**config.mk**
```make
export PLATFORM = sky130hd
export DESIGN_NAME = i2s_tx
export DESIGN_NICKNAME = d
export VERILOG_FILES = /design/src/rtl/i2s_tx.sv
export SDC_FILE = /design/constraint.sdc
export NUM_CORES = 1
export LEC_CHECK = 0
export ABC_AREA = 1
export BUFFER_PORTS_ARGS = -buffer_cell sky130_fd_sc_hd__buf_2
export CORE_MARGIN = 3
export CORE_UTILIZATION = 40
export DETAILED_ROUTE_END_ITERATION = 10
export GPL_TIMING_DRIVEN = 0
export SLEW_MARGIN = 10
export SYNTH_ARGS = -nofsm -noshare
export SYNTH_HDL_FRONTEND = slang
export SYNTH_SLANG_ARGS = --single-unit
```
**constraint.sdc**
```tcl
create_clock -name clk -period 4.7 [get_ports clk]
set_clock_uncertainty 0.15 [all_clocks]
set_input_delay 0.94 -clock clk [delete_from_list [all_inputs] [get_ports clk]]
set_output_delay 0.94 -clock clk [all_outputs]
set_load 0.02 [all_outputs]
```
**src/rtl/i2s_tx.sv**
```systemverilog
// rtl/i2s_tx.sv - I2S transmitter: mono sample serialized onto both channels
module i2s_tx #(
  parameter int DATA_BITS = 16,
  parameter int CLK_DIV   = 4
) (
  input  logic                 clk,
  input  logic                 rst_n,
  input  logic                 run,
  input  logic [DATA_BITS-1:0] din,
  output logic                 sample_req,
  output logic                 bclk,
  output logic                 lrclk,
  output logic                 sdata
);

  localparam int SLOTS = 2 * DATA_BITS;
  localparam int CW    = $clog2(SLOTS);
  localparam int IW    = $clog2(DATA_BITS);
  localparam int DW    = (CLK_DIV > 1) ? $clog2(CLK_DIV) : 1;

  localparam logic [CW-1:0] LAST_SLOT = CW'(SLOTS - 1);
  localparam logic [CW-1:0] HALF      = CW'(DATA_BITS);
  localparam logic [CW-1:0] SLOT_ONE  = CW'(1);
  localparam logic [IW-1:0] TOP_IDX   = IW'(DATA_BITS - 1);
  localparam logic [DW-1:0] DIV_LAST  = DW'(CLK_DIV - 1);

  logic [DW-1:0]        div_cnt;
  logic [CW-1:0]        bit_cnt;
  logic [CW-1:0]        bit_nxt;
  logic [CW-1:0]        pos;
  logic [IW-1:0]        idx;
  logic [DATA_BITS-1:0] hold_reg;
  logic [DATA_BITS-1:0] frame_word;
  logic [DATA_BITS-1:0] word_sel;
  logic                 req_d1;
  logic                 req_d2;
  logic                 sdata_nxt;

  // Next slot's bit; slot 1 already uses the word being loaded this clk.
  always_comb begin
    bit_nxt   = (bit_cnt == LAST_SLOT) ? '0 : bit_cnt + SLOT_ONE;
    word_sel  = (bit_nxt == SLOT_ONE) ? hold_reg : frame_word;
    pos       = (bit_cnt >= HALF) ? bit_cnt - HALF : bit_cnt;
    idx       = TOP_IDX - pos[IW-1:0];
    sdata_nxt = (bit_nxt == '0) ? frame_word[0] : word_sel[idx];
  end

  always_ff @(posedge clk or negedge rst_n) begin
    if (!rst_n) begin
      div_cnt    <= '0;
      bclk       <= 1'b0;
      bit_cnt    <= LAST_SLOT;
      lrclk      <= 1'b1;
      sdata      <= 1'b0;
      sample_req <= 1'b0;
      req_d1     <= 1'b0;
      req_d2     <= 1'b0;
      hold_reg   <= '0;
      frame_word <= '0;
    end else if (!run) begin
      // Idle drops any capture still in flight; sample registers are kept.
      div_cnt    <= '0;
      bclk       <= 1'b0;
      bit_cnt    <= LAST_SLOT;
      lrclk      <= 1'b1;
      sdata      <= 1'b0;
      sample_req <= 1'b0;
      req_d1     <= 1'b0;
      req_d2     <= 1'b0;
    end else begin
      sample_req <= 1'b0;
      req_d1     <= sample_req;
      req_d2     <= req_d1;
      if (req_d2) begin
        hold_reg <= din;
      end
      if (div_cnt == DIV_LAST) begin
        div_cnt <= '0;
        bclk    <= ~bclk;
        if (bclk) begin
          bit_cnt    <= bit_nxt;
          lrclk      <= (bit_nxt >= HALF);
          sdata      <= sdata_nxt;
          sample_req <= (bit_nxt == '0);
          if (bit_nxt == SLOT_ONE) begin
            frame_word <= hold_reg;
          end
        end
      end else begin
        div_cnt <= div_cnt + DW'(1);
      end
    end
  end

endmodule

```
==> flow_summary.toml, run 1 <==
[clock_network]
h-tree-depth = 2
postCtsSetupBuffers = 0
clockRootBuffer = "clkbuf_8"
clock_sinks = 44
insertion_delay_ps = 300
clk_pin_slew_worst_paths_ps = 80
cts_buffers = 5
cts_resized = 0
clock_path_buffers = 2
cts_hold_buf = 0
cts_tree = "yes"

[logic_synthesis]
syn_inst = 259
synth_cell_types = 23
synth_edf_count = 0
ys_warn_count = 0
synth-seq-cells = 44
syn_area_per_cell_um2 = 8.725
synth_ff_type = "dfrtp_1"
async_reset_ff_frac = 1.000
seq_area_frac_synth = 0.4900
syn_area_um2 = 2260
synth_fp_nets = 283

[setup_path]
worstSetupPathType = "register to register"
cp.required_ps = 4740
cp-startpoint = "bit_cnt[1]"
crit_path_max_incr_delay_ps = 580
reg2reg_from = "bit_cnt[1]"
rr_endpoint = "sdata"
slowest_stage = "dfstp_2"
endpoint = "sdata"
timing.reg2reg.setup_slack_ps = 1890
rr_worst_depth = 13
worstSetupStartpointType = "register"
crit_chain = "ha_1, nand2_1, nor2_1, ha_1, nor2_4, clkbuf_1, nand4_1, nand3_1, nand3_1, nand2_1, nand3_1, nand3_1, nand2_1"
path_buf_inv = 1
arrival_ps = 2850
cp_top_family = "simple AND/OR/NAND/NOR gates"
crit_fanout = 10
crit_top_cell = "nand3_1"
cp.depth = 13
crit_path_end_kind = "register"

[timing]
rsz0062_at_grt = "no"
hold_viol = 0
max_freq_ghz = 0.3564
slew_headroom = 0.3460
fin_crit_sh = 0.5969
fin_crit_ps = 2806
fin_ws_ps = 1894
tightest_slew_ps = 981.1
finalSetupViolations = 0
slew_violations = 0
final.setup.tns_ps = 0

[drt]
vias = 1767
drcViolationCount = 0
first_iter_violations = 152
wirelength_um = 4848
ant_nets = 0
dr.pass1.iters = 4
wl_per_cell_um = 13.50
viasPerCell = 4.922

[final_layout]
antennaDiodeCount = 0
nFillCells = 556
synthToLayoutAreaGrowth_pct = 12.90
final_nets = 312
seqCellArea_um2 = 1107
layout-drive-gt1-share = 0.2007
fin_util = 0.4841
multi_input_area_um2 = 955.9
final_area_um2 = 2551

[floorplan]
start_util = 0.4288
fp.dieW_um = 81.16
pin_count = 23
die_area_um2 = 6587
rows = 26
die_y_um = 81.16
core_area_um2 = 5270

[min_path]
min_from = "div_cnt[0]"
hold_class = "register to register"

[flow_run]
maxCapViolations = 0

[grt]
grt_pass1_wl_um = 8293
track_usage = 0.1671
antenna_found_initial = 0
grt_pass1_vias = 1637
gr-total-overflow = 0
grt_max_degree = 45

[pwr]
p_leak_nw = 1.318
powerDensity_nw_per_um2 = 287.2
finalPower_mw = 0.7328
peakVddDrop_v = 0.0001590

[placement]
gp_congestion = 0.8142
pre_cts_slack_ps = 1928
io_buffers = 22
placed_cell_area_um2 = 2457
dp_hpwl_um = 3533

[status]
status = "completed"
-- cells in the mapped netlist (4+ instances only) --
library cell	number	area, um2
nand4_1	15	93.84
ha_1	5	62.56
nand2_2	4	25.02
nand3_1	31	155.2
nor2_1	24	90.09
nand2_1	44	165.2
a21oi_1	14	70.07
o21ai_0	9	45.04
dfstp_2	5	131.4
dfrtp_1	39	975.9
o21a_1	4	30.03
mux2_2	8	90.09
clkbuf_1	6	22.52
inv_1	35	131.4
-- where the power goes --
part / internal, mW / switching, mW / leakage, nW
clock: 0.120 / 0.130 / 0.0445
sequential: 0.400 / 0.0102 / 0.526
combinational: 0.0307 / 0.0420 / 0.747
-- worst min path at each step --
stage                     depth (start not counted)  slack (ps)         end
after floorplan                                   1         260  div_cnt[0]
after global placement                            1         280  div_cnt[0]
after detailed placement                          2         280      req_d2
after CTS                                         1         300  div_cnt[0]
after global routing                              1         320  div_cnt[0]
final                                             1         290  div_cnt[0]
-- through the flow --
step,hold WS [ps],std cells
detailed placement,281.9,351
global placement,275.7,351
CTS,303.1,359
finish,293.9,359
floorplan,259.9,259
global route,316.4,359
-- kinds of logic after synthesis --
kind of cell | Yosys count | share of synthesized area
AND/OR/NAND/NOR | 127 | 0.2813
flip-flops | 44 | 0.4900
buffers and inverters | 45 | 0.08693
multiplexers | 8 | 0.03987
adder cells (fa/ha/maj) | 5 | 0.02769
AO/OA/AOI/OAI | 30 | 0.07420
-- final cells by class --
cell class,count,area share
Buffer,10,0.02550
Clock buffer,7,0.03384
Timing Repair Buffer,22,0.04316
Sequential cell,44,0.4340
Clock inverter,1,0.002943
Inverter,35,0.05150
Multi-Input combinational cell,170,0.3747
Tap cell,70,0.03433
-- placed cells by master (no fill, tap or decap), drive strengths merged --
cell | Yosys | final
inv | 35 | 35
dfstp | 5 | 5
nand2 | 50 | 50
clkbuf | 6 | 13
mux2 | 8 | 8
nand3 | 35 | 35
clkinvlp | 0 | 1
nor3 | 1 | 1
a21oi | 14 | 14
nand4 | 15 | 15
buf | 4 | 26
o21a | 4 | 4
dfrtp | 39 | 39
ha | 5 | 5
nand3b | 1 | 1
o21ai | 9 | 9
a22oi | 3 | 3
nor2 | 25 | 25
-- routing by layer --
| metal | routed length (um) | vias up | track usage |
|---|---|---|---|
| met1 | 2422 | 814 | 0.2435 |
| met3 | 206 | 5 | 0.04324 |
| li1 | - | 909 | - |
| met5 | 0 | - | 0 |
| met2 | 2171 | 39 | 0.2479 |
| met4 | 48 | 0 | 0.03885 |
-- worst reg2reg max path, stage by stage, from the launching register on --
cell      delay, ps
dfstp_2         580
ha_1            180
nand2_1          80
nor2_1          100
ha_1            280
nor2_4          220
clkbuf_1        370
nand4_1         230
nand3_1         130
nand3_1         100
nand2_1          90
nand3_1          70
nand3_1          90
nand2_1          50
No activity file was read; power rests on OpenSTA's default activity.
==> inputs of run 2 (changes only) <==
--- a/config.mk
+++ b/config.mk
@@ -5,7 +5,7 @@
 export SDC_FILE = /design/constraint.sdc
 export NUM_CORES = 1
 export LEC_CHECK = 0
-export ABC_AREA = 1
+export ABC_AREA = 0
 export BUFFER_PORTS_ARGS = -buffer_cell sky130_fd_sc_hd__buf_2
 export CORE_MARGIN = 3
 export CORE_UTILIZATION = 40
==> constraint.sdc (replaced) <==
create_clock -name clk -period 2.5 [get_ports clk]
set_clock_uncertainty 0.15 [all_clocks]
set_input_delay 0.5 -clock clk [delete_from_list [all_inputs] [get_ports clk]]
set_output_delay 0.5 -clock clk [all_outputs]
set_load 0.02 [all_outputs]
==> flow_summary.toml, run 2 <==
[logic_synthesis]
synthXorXnorAreaFrac = 0.01120
synth_cell_types = 49
yosysMostFrequentCell = "dfrtp_1"
ys_warn_count = 0
seq_area_frac_synth = 0.4958
syn_inst = 190
synth_fp_nets = 214
synth_area_leaders = "dfrtp_1, mux2_2, dfstp_2, ha_1, nand2_1"
syn_area_um2 = 2233
async_reset_ff_frac = 1.000
ys_top_cells_by_count = "dfrtp_1, mux2_2, nand2_1"
synth_compound_area_frac = 0.1339
synth_top_cell_area_share = 0.4370
synthMuxAreaShare = 0.1871
synth-seq-cells = 44
syn_area_per_cell_um2 = 11.75
synth-simple-area-share = 0.1059
synth_top_family_by_area = "multiplexers"
synth_ff_type = "dfrtp_1"
synth_edf_count = 0
yosysTopAreaCell = "dfrtp_1"
synth_fa_ha_area_frac = 0.02801

[final_layout]
layout-drive-gt1-share = 0.4596
antennaDiodeCount = 0
seqCellArea_um2 = 1107
nFillCells = 466
final_nets = 258
multi_input_area_um2 = 1179
final_cell_mix = "dfrtp_1, mux2_2, buf_2, nand2_1, mux2_4"
final_area_um2 = 2836
synthToLayoutAreaGrowth_pct = 27.00
fin_util = 0.5416
final_common_cell = "dfrtp_1"

[drt]
vias = 1640
wirelength_um = 5073
viasPerCell = 5.377
drcViolationCount = 0
first_iter_violations = 72
ant_nets = 0
dr.pass1.iters = 5
wl_per_cell_um = 16.63

[pwr]
p_leak_nw = 1.330
p_sw_mw = 0.2878
seq_power_share = 0.576
p_clk_frac = 0.372
combPwrFrac = 0.053
peakVddDrop_v = 0.0002401
p_int_mw = 0.9730
powerDensity_nw_per_um2 = 444.5
switching_share = 0.2283

[flow_run]
maxCapViolations = 0

[grt]
grt_pass1_vias = 1764
grtUsageMet3 = 0.03587
grt_max_degree = 45
grt_pass1_wl_um = 8776
track_usage = 0.1747
antenna_found_initial = 0
grt-busiest-layer = "met2"
gr-total-overflow = 0
grt_util_met1 = 0.2381
grtUsageMet2 = 0.2839

[clock_network]
clock_sinks = 44
clk_pin_slew_worst_paths_ps = 90
cts_tree = "yes"
h-tree-depth = 2
clock_path_buffers = 2
cts_buffers = 5
cts_hold_buf = 0
clockRootBuffer = "clkbuf_8"
insertion_delay_ps = 300

[setup_path]
crit_fanout = 6
worstSetupStartpointType = "register"
worstSetupPathType = "register to register"
cp.required_ps = 2520
crit_path_end_kind = "register"
arrival_ps = 2610

[timing]
max_freq_ghz = 0.3874
fin_ws_ps = -81.18
tightest_slew_ps = 968.4
hold_viol = 0
fin_crit_ps = 2581
slew_violations = 0
rsz0062_at_grt = "yes"
finalSetupViolations = 1
fin_crit_sh = 1.032
slew_headroom = 0.3544

[placement]
dp_hpwl_um = 3267
io_buffers = 22
placed_cell_area_um2 = 2525
pre_cts_slack_ps = -399.3
gp_congestion = 0.7989

[floorplan]
start_util = 0.4264
fp.dieW_um = 80.72
die_area_um2 = 6516
rows = 26
pin_count = 23
die_y_um = 80.72
core_area_um2 = 5238

[status]
violations = "setup timing"
status = "finished, violations left"

[min_path]
hold_class = "input port to asynchronous set/reset pin"
run 2: cell count changes in the layout (fill, tap and decap cells not counted), moves of 6 or more:
| cell | delta |
|---|---|
| buf_4 | +7 |
| inv_1 | -30 |
| buf_6 | +9 |
| mux2_4 | +11 |
| nand3_1 | -23 |
| a21oi_1 | -11 |
| mux2_2 | +14 |
| o211ai_1 | +6 |
| nand4_1 | -14 |
| nor2_1 | -17 |
| nand2_1 | -31 |
run 2: cell type report:
class,instances,area share
repair buffers,37,0.08822
plain buffers,10,0.03220
flip-flops and latches,44,0.3904
multi-input cells,130,0.4155
well taps,70,0.03088
clock buffers,7,0.03044
clock inverters,1,0.002647
inverters,6,0.009704
run 2: worst paths after layout:
check	startpoint	endpoint	slack, ps	depth (start not counted)
max reg2reg	bit_cnt[1]	sdata	-80	10
min in group clk	din[3]	hold_reg[3]	280	2
min reg2reg	div_cnt[0]	div_cnt[0]	280	1
max	bit_cnt[1]	sdata	-80	10
min	rst_n	bclk	190	1
max in group asynchronous	rst_n	hold_reg[2]	1390	1
run 2: per-layer routing:
metal / up-vias / wire [um] / part of all wire
met2: 27 / 2435 / 0.48
met1: 821 / 2425 / 0.48
met5: - / 0 / 0
li1: 786 / - / -
met3: 6 / 152 / 0.030
met4: 0 / 60 / 0.012
run 2: repair_timing:
item                                   4_1_cts  5_1_grt
setup endpoints to repair                   17       17
pin swaps                                    3        0
endpoints found under the hold margin        0        0
gates resized for setup                     15        9
buffers inserted                            14        1
run 2: power groups by stage:
stage	clock network, mW	logic, mW	registers, mW
2_1_floorplan	0	0.0266	0.740
5_1_grt	0.505	0.0772	0.727
4_1_cts	0.481	0.0672	0.726
3_3_place_gp	0	0.0618	0.740
6_report	0.468	0.0666	0.726
3_5_place_dp	0	0.0633	0.740
run 2: critical path, stage by stage, from the launching register on:
cell	delay, ps
dfstp_2	580
ha_4	140
and3_4	170
ha_4	140
nor2_1	60
mux2_4	320
buf_6	150
o21a_1	200
o311ai_2	280
o41a_1	210
a32oi_1	60
run 2: cell families (layout without fill, tap and decap cells):
logic type	count (synthesis)	count (layout)
AOI/OAI and AO/OA	40	40
xor gates and xnor gates	2	2
adders and majority gates	5	5
buffers and inverters	16	61
DFF	44	44
muxes	36	36
and+or+nand+nor	47	47
run 2: metrics by stage:
stage | TNS, ps | cells | total power, mW | hold slack [ps]
finish | -81.18 | 305 | 1.261 | 190.1
global route | -869.9 | 305 | 1.310 | 275.2
CTS | -42.23 | 304 | 1.274 | 248.1
detailed placement | -3672 | 282 | 0.8031 | 270.5
global placement | -3287 | 282 | 0.8014 | 268.6
floorplan | -313.5 | 190 | 0.7663 | 54.41
==> inputs of run 3 (changes only) <==
--- a/config.mk
+++ b/config.mk
@@ -10,7 +10,8 @@
 export CORE_MARGIN = 3
 export CORE_UTILIZATION = 40
 export DETAILED_ROUTE_END_ITERATION = 10
-export GPL_TIMING_DRIVEN = 0
+export PLACE_DENSITY = 0.64
+export SKIP_LAST_GASP = 1
 export SLEW_MARGIN = 10
 export SYNTH_ARGS = -nofsm -noshare
 export SYNTH_HDL_FRONTEND = slang
==> flow_summary.toml, run 3 (synthesis results as in run 2) <==
[timing]
slew_violations = 0
fin_crit_ps = 2556
fin_crit_sh = 1.022
hold_viol = 0
fin_ws_ps = -55.60
rsz0062_at_grt = "yes"
fin_hold_ws_ps = 117.5
finalSetupViolations = 1
max_freq_ghz = 0.3913
slew_headroom = 0.6303
tightest_slew_ps = 554.6

[floorplan]
rows = 26
die_area_um2 = 6516
core_area_um2 = 5238
die_y_um = 80.72
fp.dieW_um = 80.72
start_util = 0.4264
pin_count = 23

[setup_path]
crit_fanout = 5
reg2reg_from = "bit_cnt[0]"
worstSetupPathType = "register to register"
cp_top_family = "multiplexers"
rr_endpoint = "sdata"
timing.reg2reg.setup_slack_ps = -60
cp.required_ps = 2530
crit_chain = "ha_4, and3_4, ha_4, nor2b_2, mux2i_2, buf_4, nand2_4, mux4_2, o2111ai_2, a32oi_1"
path_buf_inv = 1
crit_path_max_incr_delay_ps = 580
slowest_stage = "dfstp_2"
crit_top_cell = "ha_4"
crit_path_end_kind = "register"
worstSetupStartpointType = "register"
arrival_ps = 2590
rr_worst_depth = 10

[grt]
grt_pass1_wl_um = 8852
grt-busiest-layer = "met2"
grt_util_met1 = 0.2432
grt_pass1_vias = 1745
grt_max_degree = 45
antenna_found_initial = 0
grtUsageMet2 = 0.2806
gr-total-overflow = 0
track_usage = 0.1775
grtUsageMet3 = 0.03139

[final_layout]
final_common_cell = "dfrtp_1"
layout-drive-gt1-share = 0.4939
fin_util = 0.5552
multi_input_area_um2 = 1179
seqCellArea_um2 = 1107
nFillCells = 459
antennaDiodeCount = 0
final_nets = 270
synthToLayoutAreaGrowth_pct = 30.20
final_cell_mix = "dfrtp_1, buf_4, mux2_2, buf_2, nand2_1"
final_area_um2 = 2908

[clock_network]
h-tree-depth = 2
insertion_delay_ps = 290
clk_pin_slew_worst_paths_ps = 80
cts_buffers = 5
clock_sinks = 44
clock_path_buffers = 2
cts_hold_buf = 0
cts_tree = "yes"
clockRootBuffer = "clkbuf_8"

[pwr]
peakVddDrop_v = 0.0003104
p_int_mw = 0.9766
p_clk_frac = 0.367
p_sw_mw = 0.2792
powerDensity_nw_per_um2 = 431.9
switching_share = 0.2224
seq_power_share = 0.578
finalPower_mw = 1.256
p_leak_nw = 1.385
combPwrFrac = 0.055

[drt]
dr.pass1.iters = 4
wirelength_um = 5149
vias = 1727
ant_nets = 0
drcViolationCount = 0
viasPerCell = 5.448
wl_per_cell_um = 16.24
first_iter_violations = 168

[status]
violations = "setup timing"
status = "finished, violations left"

[placement]
pre_cts_slack_ps = -58.37
gp_congestion = 0.8913
placed_cell_area_um2 = 2669
dp_hpwl_um = 3492
io_buffers = 22

[flow_run]
maxCapViolations = 0

[min_path]
hold_class = "input port to asynchronous set/reset pin"
run 3: cell count changes in the layout (fill, tap and decap cells not counted), sizes merged:
| cell | previous run | this run |
|---|---|---|
| clkbuf | 11 | 9 |
| mux2 | 33 | 34 |
| buf | 43 | 57 |
| clkinvlp | 1 | 0 |
run 3: layout make-up:
type / instances / share of cell area
Inverter: 6 / 0.007745
Clock buffer: 8 / 0.03098
Sequential cell: 44 / 0.3808
Timing Repair Buffer: 58 / 0.1450
Tap cell: 70 / 0.03012
Multi-Input combinational cell: 131 / 0.4053
run 3: repair_timing:
action | 4_1_cts | 5_1_grt
gates cloned | 1 | 1
resized for setup | 8 | 8
pin swaps | 2 | 5
setup endpoints to repair | 4 | 17
setup buffers | 6 | 1
run 3: worst max path at each step:
stage / from / to / slack, ps / cells after the start
after floorplan: bit_cnt[0] / frame_word[0] / -30 / 10
after global placement: bit_cnt[0] / sdata / -30 / 10
after detailed placement: bit_cnt[0] / sdata / -60 / 10
after CTS: bit_cnt[0] / sdata / -0.9 / 10
after global routing: bit_cnt[0] / sdata / -190 / 10
final: bit_cnt[0] / sdata / -60 / 10
run 3: per-layer routing:
metal  part of all wire  vias to the layer above
met3              0.046                       18
met2               0.46                       56
li1                   -                      810
met4              0.032                        0
met5                  0                        -
met1               0.46                      843
run 3: worst register-to-register path, cell delays in order (launching register included):
cell       delay, ps
dfstp_2          580
ha_4             130
and3_4           170
ha_4             150
nor2b_2           60
mux2i_2          200
buf_4            190
nand2_4           80
mux4_2           440
o2111ai_2        230
a32oi_1           70
run 3: stage by stage:
step                setup TNS [ps]  instances
floorplan                   -313.5        190
global placement            -30.24        300
detailed placement          -58.37        300
CTS                        -0.8864        315
global route                 -1177        317
finish                      -55.60        317
run 3: power by group through the flow:
stage	Sequential [mW]	Combinational [mW]	Clock, mW
after floorplan	0.740	0.0266	0
after global placement	0.739	0.0655	0
after detailed placement	0.740	0.0666	0
after CTS	0.726	0.0695	0.474
after global routing	0.727	0.0785	0.502
final	0.726	0.0693	0.461
